File: src/rtl/kf8254_bus_interface_if.sv
// CPU-side pin bundle of the 8253/8254 timer bus front-end.
// The CPU or bench drives the master side; the front-end samples the slave side.
interface kf8254_bus_interface_if;
  logic       chip_select_n;
  logic       read_enable_n;
  logic       write_enable_n;
  logic [1:0] address;
  logic [7:0] data_bus_in;

  modport master (
    output chip_select_n,
    output read_enable_n,
    output write_enable_n,
    output address,
    output data_bus_in
  );

  modport slave (
    input chip_select_n,
    input read_enable_n,
    input write_enable_n,
    input address,
    input data_bus_in
  );
endinterface

File: src/rtl/kf8254_bus_interface.sv
// Bus front-end for the 8253/8254 timer family: samples CPU strobes on the falling clock edge and
// turns completed accesses into one-cycle per-counter strobes and read-back latch pulses.
module kf8254_bus_interface #(
  parameter int unsigned NUM_COUNTERS = 3,
  parameter int unsigned SYNC_STAGES  = 0,
  parameter bit          READBACK_EN  = 1'b1
) (
  input  logic                    clock,
  input  logic                    reset,
  kf8254_bus_interface_if.slave   bus,
  output logic [7:0]              internal_data_bus,
  output logic [NUM_COUNTERS-1:0] write_control,
  output logic [NUM_COUNTERS-1:0] write_counter,
  output logic [NUM_COUNTERS-1:0] read_counter,
  output logic [NUM_COUNTERS-1:0] read_done,
  output logic [NUM_COUNTERS-1:0] latch_count,
  output logic [NUM_COUNTERS-1:0] latch_status
);

  localparam int unsigned SampleWidth = 13;
  // Strobes reset to their inactive (high) level, address/data to zero.
  localparam logic [SampleWidth-1:0] SyncResetVal = {3'b111, 10'b0};

  logic [SampleWidth-1:0] pins;
  logic [SampleWidth-1:0] sampled;
  logic                   sync_valid;

  assign pins = {bus.chip_select_n, bus.read_enable_n, bus.write_enable_n, bus.address,
                 bus.data_bus_in};

  if (SYNC_STAGES == 0) begin : g_direct
    assign sampled    = pins;
    assign sync_valid = 1'b1;
  end else begin : g_sync
    logic [SampleWidth-1:0] stage_q [SYNC_STAGES];
    logic [1:0]             fill_q;

    always_ff @(negedge clock or posedge reset) begin
      if (reset) begin
        for (int i = 0; i < int'(SYNC_STAGES); i++) stage_q[i] <= SyncResetVal;
        fill_q <= 2'd0;
      end else begin
        stage_q[0] <= pins;
        for (int i = 1; i < int'(SYNC_STAGES); i++) stage_q[i] <= stage_q[i-1];
        if (fill_q != 2'(SYNC_STAGES)) fill_q <= fill_q + 2'd1;
      end
    end

    assign sampled = stage_q[SYNC_STAGES-1];
    // Reset-value samples still in the chain must not count as an idle bus for arming.
    assign sync_valid = (fill_q == 2'(SYNC_STAGES));
  end

  logic       s_cs_n, s_rd_n, s_wr_n;
  logic [1:0] s_addr;
  logic [7:0] s_data;
  logic       wr_act, rd_act;

  assign {s_cs_n, s_rd_n, s_wr_n, s_addr, s_data} = sampled;
  assign wr_act = ~s_wr_n & ~s_cs_n;
  assign rd_act = ~s_rd_n & ~s_cs_n & s_wr_n;

  logic [7:0]              data_q, data_d;
  logic [1:0]              wr_addr_q, wr_addr_d;
  logic [1:0]              rd_addr_q, rd_addr_d;
  logic                    wr_act_q, rd_act_q;
  logic                    armed_q, armed_d;
  logic [1:0]              sc;
  logic [NUM_COUNTERS-1:0] wc_q, wc_d, wcnt_q, wcnt_d, rdc_q, rdc_d;
  logic [NUM_COUNTERS-1:0] done_q, done_d, lc_q, lc_d, ls_q, ls_d;

  always_comb begin
    data_d    = data_q;
    wr_addr_d = wr_addr_q;
    rd_addr_d = rd_addr_q;
    armed_d   = armed_q | (sync_valid & ~wr_act & ~rd_act);
    sc        = data_q[7:6];
    wc_d      = '0;
    wcnt_d    = '0;
    rdc_d     = '0;
    done_d    = '0;
    lc_d      = '0;
    ls_d      = '0;

    if (wr_act) begin
      data_d    = s_data;
      wr_addr_d = s_addr;
    end
    if (rd_act) rd_addr_d = s_addr;

    if (armed_q) begin
      for (int i = 0; i < int'(NUM_COUNTERS); i++) rdc_d[i] = rd_act & (s_addr == 2'(i));

      // Write end: address and data still hold the values from the last active sample.
      if (wr_act_q && !wr_act) begin
        if (wr_addr_q == 2'b11) begin
          if (sc == 2'b11) begin
            if (READBACK_EN) begin
              for (int i = 0; i < int'(NUM_COUNTERS); i++) begin
                if (data_q[i+1]) begin
                  lc_d[i] = ~data_q[5];
                  ls_d[i] = ~data_q[4];
                end
              end
            end
          end else begin
            for (int i = 0; i < int'(NUM_COUNTERS); i++) wc_d[i] = (sc == 2'(i));
          end
        end else begin
          for (int i = 0; i < int'(NUM_COUNTERS); i++) wcnt_d[i] = (wr_addr_q == 2'(i));
        end
      end

      if (rd_act_q && !rd_act) begin
        for (int i = 0; i < int'(NUM_COUNTERS); i++) done_d[i] = (rd_addr_q == 2'(i));
      end
    end
  end

  always_ff @(negedge clock or posedge reset) begin
    if (reset) begin
      data_q    <= 8'h00;
      wr_addr_q <= 2'b00;
      rd_addr_q <= 2'b00;
      wr_act_q  <= 1'b0;
      rd_act_q  <= 1'b0;
      armed_q   <= 1'b0;
      wc_q      <= '0;
      wcnt_q    <= '0;
      rdc_q     <= '0;
      done_q    <= '0;
      lc_q      <= '0;
      ls_q      <= '0;
    end else begin
      data_q    <= data_d;
      wr_addr_q <= wr_addr_d;
      rd_addr_q <= rd_addr_d;
      wr_act_q  <= wr_act;
      rd_act_q  <= rd_act;
      armed_q   <= armed_d;
      wc_q      <= wc_d;
      wcnt_q    <= wcnt_d;
      rdc_q     <= rdc_d;
      done_q    <= done_d;
      lc_q      <= lc_d;
      ls_q      <= ls_d;
    end
  end

  assign internal_data_bus = data_q;
  assign write_control     = wc_q;
  assign write_counter     = wcnt_q;
  assign read_counter      = rdc_q;
  assign read_done         = done_q;
  assign latch_count       = lc_q;
  assign latch_status      = ls_q;

endmodule

File: src/flat_wrapper.sv
// flat-port wrapper written by rule: the top's interface ports become plain ports
module kf8254_bus_interface_flat 
#(
  parameter int unsigned NUM_COUNTERS = 3,
  parameter int unsigned SYNC_STAGES  = 0,
  parameter bit          READBACK_EN  = 1'b1
)
  (clock, reset, internal_data_bus, write_control, write_counter, read_counter, read_done, latch_count, latch_status, bus_chip_select_n, bus_read_enable_n, bus_write_enable_n, bus_address, bus_data_bus_in);
  kf8254_bus_interface_if bus_i ();
  input  logic clock;
  input  logic reset;
  output logic [7:0] internal_data_bus;
  output logic [NUM_COUNTERS-1:0] write_control;
  output logic [NUM_COUNTERS-1:0] write_counter;
  output logic [NUM_COUNTERS-1:0] read_counter;
  output logic [NUM_COUNTERS-1:0] read_done;
  output logic [NUM_COUNTERS-1:0] latch_count;
  output logic [NUM_COUNTERS-1:0] latch_status;
  input wire logic [$bits(bus_i.chip_select_n)-1:0] bus_chip_select_n;
  input wire logic [$bits(bus_i.read_enable_n)-1:0] bus_read_enable_n;
  input wire logic [$bits(bus_i.write_enable_n)-1:0] bus_write_enable_n;
  input wire logic [$bits(bus_i.address)-1:0] bus_address;
  input wire logic [$bits(bus_i.data_bus_in)-1:0] bus_data_bus_in;
  assign bus_i.chip_select_n = bus_chip_select_n;
  assign bus_i.read_enable_n = bus_read_enable_n;
  assign bus_i.write_enable_n = bus_write_enable_n;
  assign bus_i.address = bus_address;
  assign bus_i.data_bus_in = bus_data_bus_in;
  kf8254_bus_interface #(.NUM_COUNTERS(NUM_COUNTERS), .SYNC_STAGES(SYNC_STAGES), .READBACK_EN(READBACK_EN)) u_core (.clock(clock), .reset(reset), .bus(bus_i), .internal_data_bus(internal_data_bus), .write_control(write_control), .write_counter(write_counter), .read_counter(read_counter), .read_done(read_done), .latch_count(latch_count), .latch_status(latch_status));
endmodule
File: config.mk
export PLATFORM = sky130hd
export DESIGN_NAME = kf8254_bus_interface_flat
export DESIGN_NICKNAME = d
export VERILOG_FILES = /design/src/rtl/kf8254_bus_interface_if.sv /design/src/rtl/kf8254_bus_interface.sv /design/src/flat_wrapper.sv
export SDC_FILE = /design/constraint.sdc
export NUM_CORES = 1
export LEC_CHECK = 0
export ABC_AREA = 0
export BUFFER_PORTS_ARGS = -buffer_cell sky130_fd_sc_hd__buf_2
export CORE_UTILIZATION = 30
export DETAILED_ROUTE_END_ITERATION = 12
export PLACE_DENSITY = 0.49
export SLEW_MARGIN = 20
export SYNTH_ARGS = -nofsm -noshare
export SYNTH_HDL_FRONTEND = slang
export SYNTH_SLANG_ARGS = --single-unit
File: constraint.sdc
create_clock -name clock -period 1.1 [get_ports clock]
set_input_delay 0.055 -clock clock [delete_from_list [all_inputs] [get_ports clock]]
set_output_delay 0.055 -clock clock [all_outputs]
set_load 0.02 [all_outputs]
==> results list <==
* Category of cells accounting for the largest share of critical-path delay: flip-flops
- The count of buffers added on input and output ports is 40.
- Share of the synthesized area in the top cell type: 69.8%
- In this run the number of cells on the critical path is 1.
* Antenna Diode Count: 0
- Yosys reg bits: 33
- Top-level port count: 41
- For the pin with the worst max-slew slack, the measured transition is 285 ps.
* Cell types with the highest counts after synthesis: sky130_fd_sc_hd__dfrtn_1, sky130_fd_sc_hd__mux2_1, sky130_fd_sc_hd__nor4_1
- Number of warnings issued by yosys: 0
- Outcome: finished with violations
- Floorplan row count: 22
* Overflow left after global routing: 0
- Required time of the critical path: 1040 ps
- Post-CTS Hold Fix Bufs: 0
- Once detail routing completed, the nets flagged for antenna violations numbered 0.
* Kind of launch point of the worst setup path: flip-flop
* Synthesized area: 1180 µm²
- The congestion estimate from routability-driven global placement came to 0.761.
- The analysis attributes to cell leakage a power of 1.00 nW.
- The final reports fail on negative setup slack.
- Vias after detailed routing: 868
- The die is between 60 and 70 µm tall.
* Overall fraction of global-route tracks in use: ~14%
- Endpoint arrival time on the critical path: 1390 ps
- Largest area contributor in the synthesized netlist: sky130_fd_sc_hd__dfrtn_1
- The number of global-route vias before repair came to 914.
- Across the VDD grid, the largest voltage drop is around 0.00066 V.
* Fin worst setup slack: -349 ps
- Clock input transition at the sequential cells of the worst setup and hold paths: 50 ps
* Cell type of the slowest stage on the worst timing path: sky130_fd_sc_hd__dfrtn_1
- Across the routed clock network, the largest skew measured is 5.74 ps.
* Clock insertion delay at the later pin of the skew report: between 200 and 300 ps
* Count of distinct cell types in the synthesized netlist: 17
- The longest clock path from root to sink contains 2 buffers.
- Critical path, cell by cell: buf_6
- Routed length per instance: around 13 µm
- Maximum single-stage delay on the critical path: 430 ps
- Filler cells: between 300 and 400
- Fin util: 58.0%
- Depth of the most critical reg-to-reg path: 3
- Finished layout cell area: 2160 µm²
* Drt first pass iters: 4
- In this run the worst hold path is classified as in -> async.
* Routed wire length: 2590 µm
- The number of hold-slack violations in the final timing report was 0.
- The worst setup path is captured at an output port.
- The number of max-slew violations in the final report is 0.
* Cts bufs inserted: 5
- Sequential share of the synthesized area: between 60 and 70%
* Core region area: 3720 µm²
- Together, buffers and inverters on the worst path number 1.
- The final layout contains 162 nets.
- Averaged over all synthesized cells, the footprint is 15.2 µm².
* Number of violations reported at the end of detailed-routing iteration 0: 33
- Starting utilization of the core area: 31.9%
* Leading cell type by number of instances after synthesis: sky130_fd_sc_hd__dfrtn_1
- Number of failing setup endpoints in the final timing report: 46
* Number of flops mapped to enable cells by yosys: 0
* CTS tree: done
- Entering global routing, the biggest net connects 34 pins.
- Final total power: 2.95 mW
- For this run, the leading register cell type out of synthesis is sky130_fd_sc_hd__dfrtn_1.
- The initial antenna violation count is 0.
* H-Tree Level Count: 2
* Worst-path fanout max: 2
- The first global-routing pass estimated 4340 µm of wire.
- Net count after synthesis: a little over 90
- Start-to-end type of the worst setup path: reg -> out
- Die area: 4200 µm²
- Compared with the post-synthesis result, the final layout area differs by 82.2%.
- CTS saw 33 sinks.
- Biggest area contributors in the synthesized netlist: sky130_fd_sc_hd__dfrtn_1, sky130_fd_sc_hd__mux2_1, sky130_fd_sc_hd__nor4_1
- Including well taps, the total number of placed cells is 180.
- The worst pin sits at a relative slew slack of 81.0%.
- On the final layout, the worst hold slack is around 230 ps.
* Buffer type at the clock tree root: sky130_fd_sc_hd__clkbuf_8
- In the synthesized netlist, the number of instances is slightly below 80.
- Cells with a size suffix above 1 make up 67.6% of the layout.
- Max-cap violations in this run came to 0.
- Average vias per placed instance: 4.43
* Non-filler cells, final: 196
- Placed standard-cell area: 1630 µm²
- In this run the power density over the cells is roughly 1400 nW/µm².
- For this run, design rule violations remaining after detail routing come to 0.
* Horiz. Die Dim: 64.8 µm
- Setup repair after global routing could not meet its margin everywhere.
- In the synthesized netlist the async set-or-reset flop fraction comes to 100%.
* DPL Wire Length: 1760 µm
[flip-flops by register name, indices dropped and copies added, names as in the netlist]
signal,count
u_core.wr_addr_q,2
u_core.internal_data_bus,8
u_core.rd_addr_q,2
u_core.rd_act_q,1
u_core.armed_q,1
u_core.write_control,3
u_core.read_counter,3
u_core.wr_act_q,1
u_core.write_counter,3
u_core.latch_status,3
u_core.read_done,3
u_core.latch_count,3
[power by group]
part | internal, mW | switching, mW
clock network | 0.438 | 0.415
logic | 0.389 | 0.319
registers | 1.31 | 0.0775
[worst min-delay path, stage by stage]
cell and delay, ps:
sky130_fd_sc_hd__buf_2 110, sky130_fd_sc_hd__clkinvlp_4 70, sky130_fd_sc_hd__buf_12 190
[logic make-up after synthesis]
logic type             count (synthesis)  synth area share [%]
AO/OA/AOI/OAI                          3                  2.54
buffers and inverters                  3                  1.27
flip-flops                            33                  69.8
multiplexers                          12                  11.4
AND/OR/NAND/NOR                       27                  15.0
[cells in the final DEF, fill, tap and decap left out, types with 2 or more instances in the layout]
cell and instances:
sky130_fd_sc_hd__mux2_4 12, sky130_fd_sc_hd__buf_8 3, sky130_fd_sc_hd__nand3_1 3, sky130_fd_sc_hd__clkinv_2 2
sky130_fd_sc_hd__nor3_1 4, sky130_fd_sc_hd__buf_6 30, sky130_fd_sc_hd__buf_12 3, sky130_fd_sc_hd__nor4_4 4
sky130_fd_sc_hd__buf_2 11, sky130_fd_sc_hd__dfrtn_1 33, sky130_fd_sc_hd__nor3b_2 3, sky130_fd_sc_hd__buf_4 16
sky130_fd_sc_hd__clkbuf_8 5
[stage by stage]
| stage | TNS (ps) | setup WS [ps] |
|---|---|---|
| after floorplan | -2930 | -267 |
| after global placement | -11210 | -403 |
| after detailed placement | -11780 | -424 |
| after CTS | -9920 | -370 |
| after global routing | -10410 | -382 |
| final | -9330 | -349 |
[area by class of cell]
type / count / area, µm² / share of cell area [%]
Clock inverter: 2 / 10.0 / 0.464
Sequential cell: 33 / 826 / 38.3
Inverter: 2 / 11.3 / 0.522
Multi-Input combinational cell: 42 / 559 / 25.9
Timing Repair Buffer: 63 / 618 / 28.7
Clock buffer: 6 / 72.6 / 3.36
Tap cell: 48 / 60.1 / 2.78
[final timing paths]
check	slack [ps]	start	to
worst max-delay path	-350	u_core.internal_data_bus[2]	internal_data_bus[2]
worst min-delay path	230	reset	u_core.read_done[1]
worst max register to register	10	u_core.armed_q	u_core.write_control[2]
worst min register to register	490	u_core.internal_data_bus[0]	u_core.internal_data_bus[0]
max in group asynchronous	670	reset	u_core.write_control[1]
min in group clock	430	bus_data_bus_in[3]	u_core.internal_data_bus[3]
[routing by layer]
layer  share of wire, %  track usage [%]  vias up
met3                4.2             5.11        6
met1                 45             18.1      414
met5                  0                0        -
met2                 49             20.4       20
li1                   -                -      428
met4                1.8             6.67        0
[timing repair]
item                       in CTS  in global routing
pin swaps                       6                  9
gates resized for setup        71                 19
gates cloned                    1                  0
setup endpoints to repair      50                 53
buffers inserted                4                  5
Note: power is estimated with default switching activity, not from simulation.
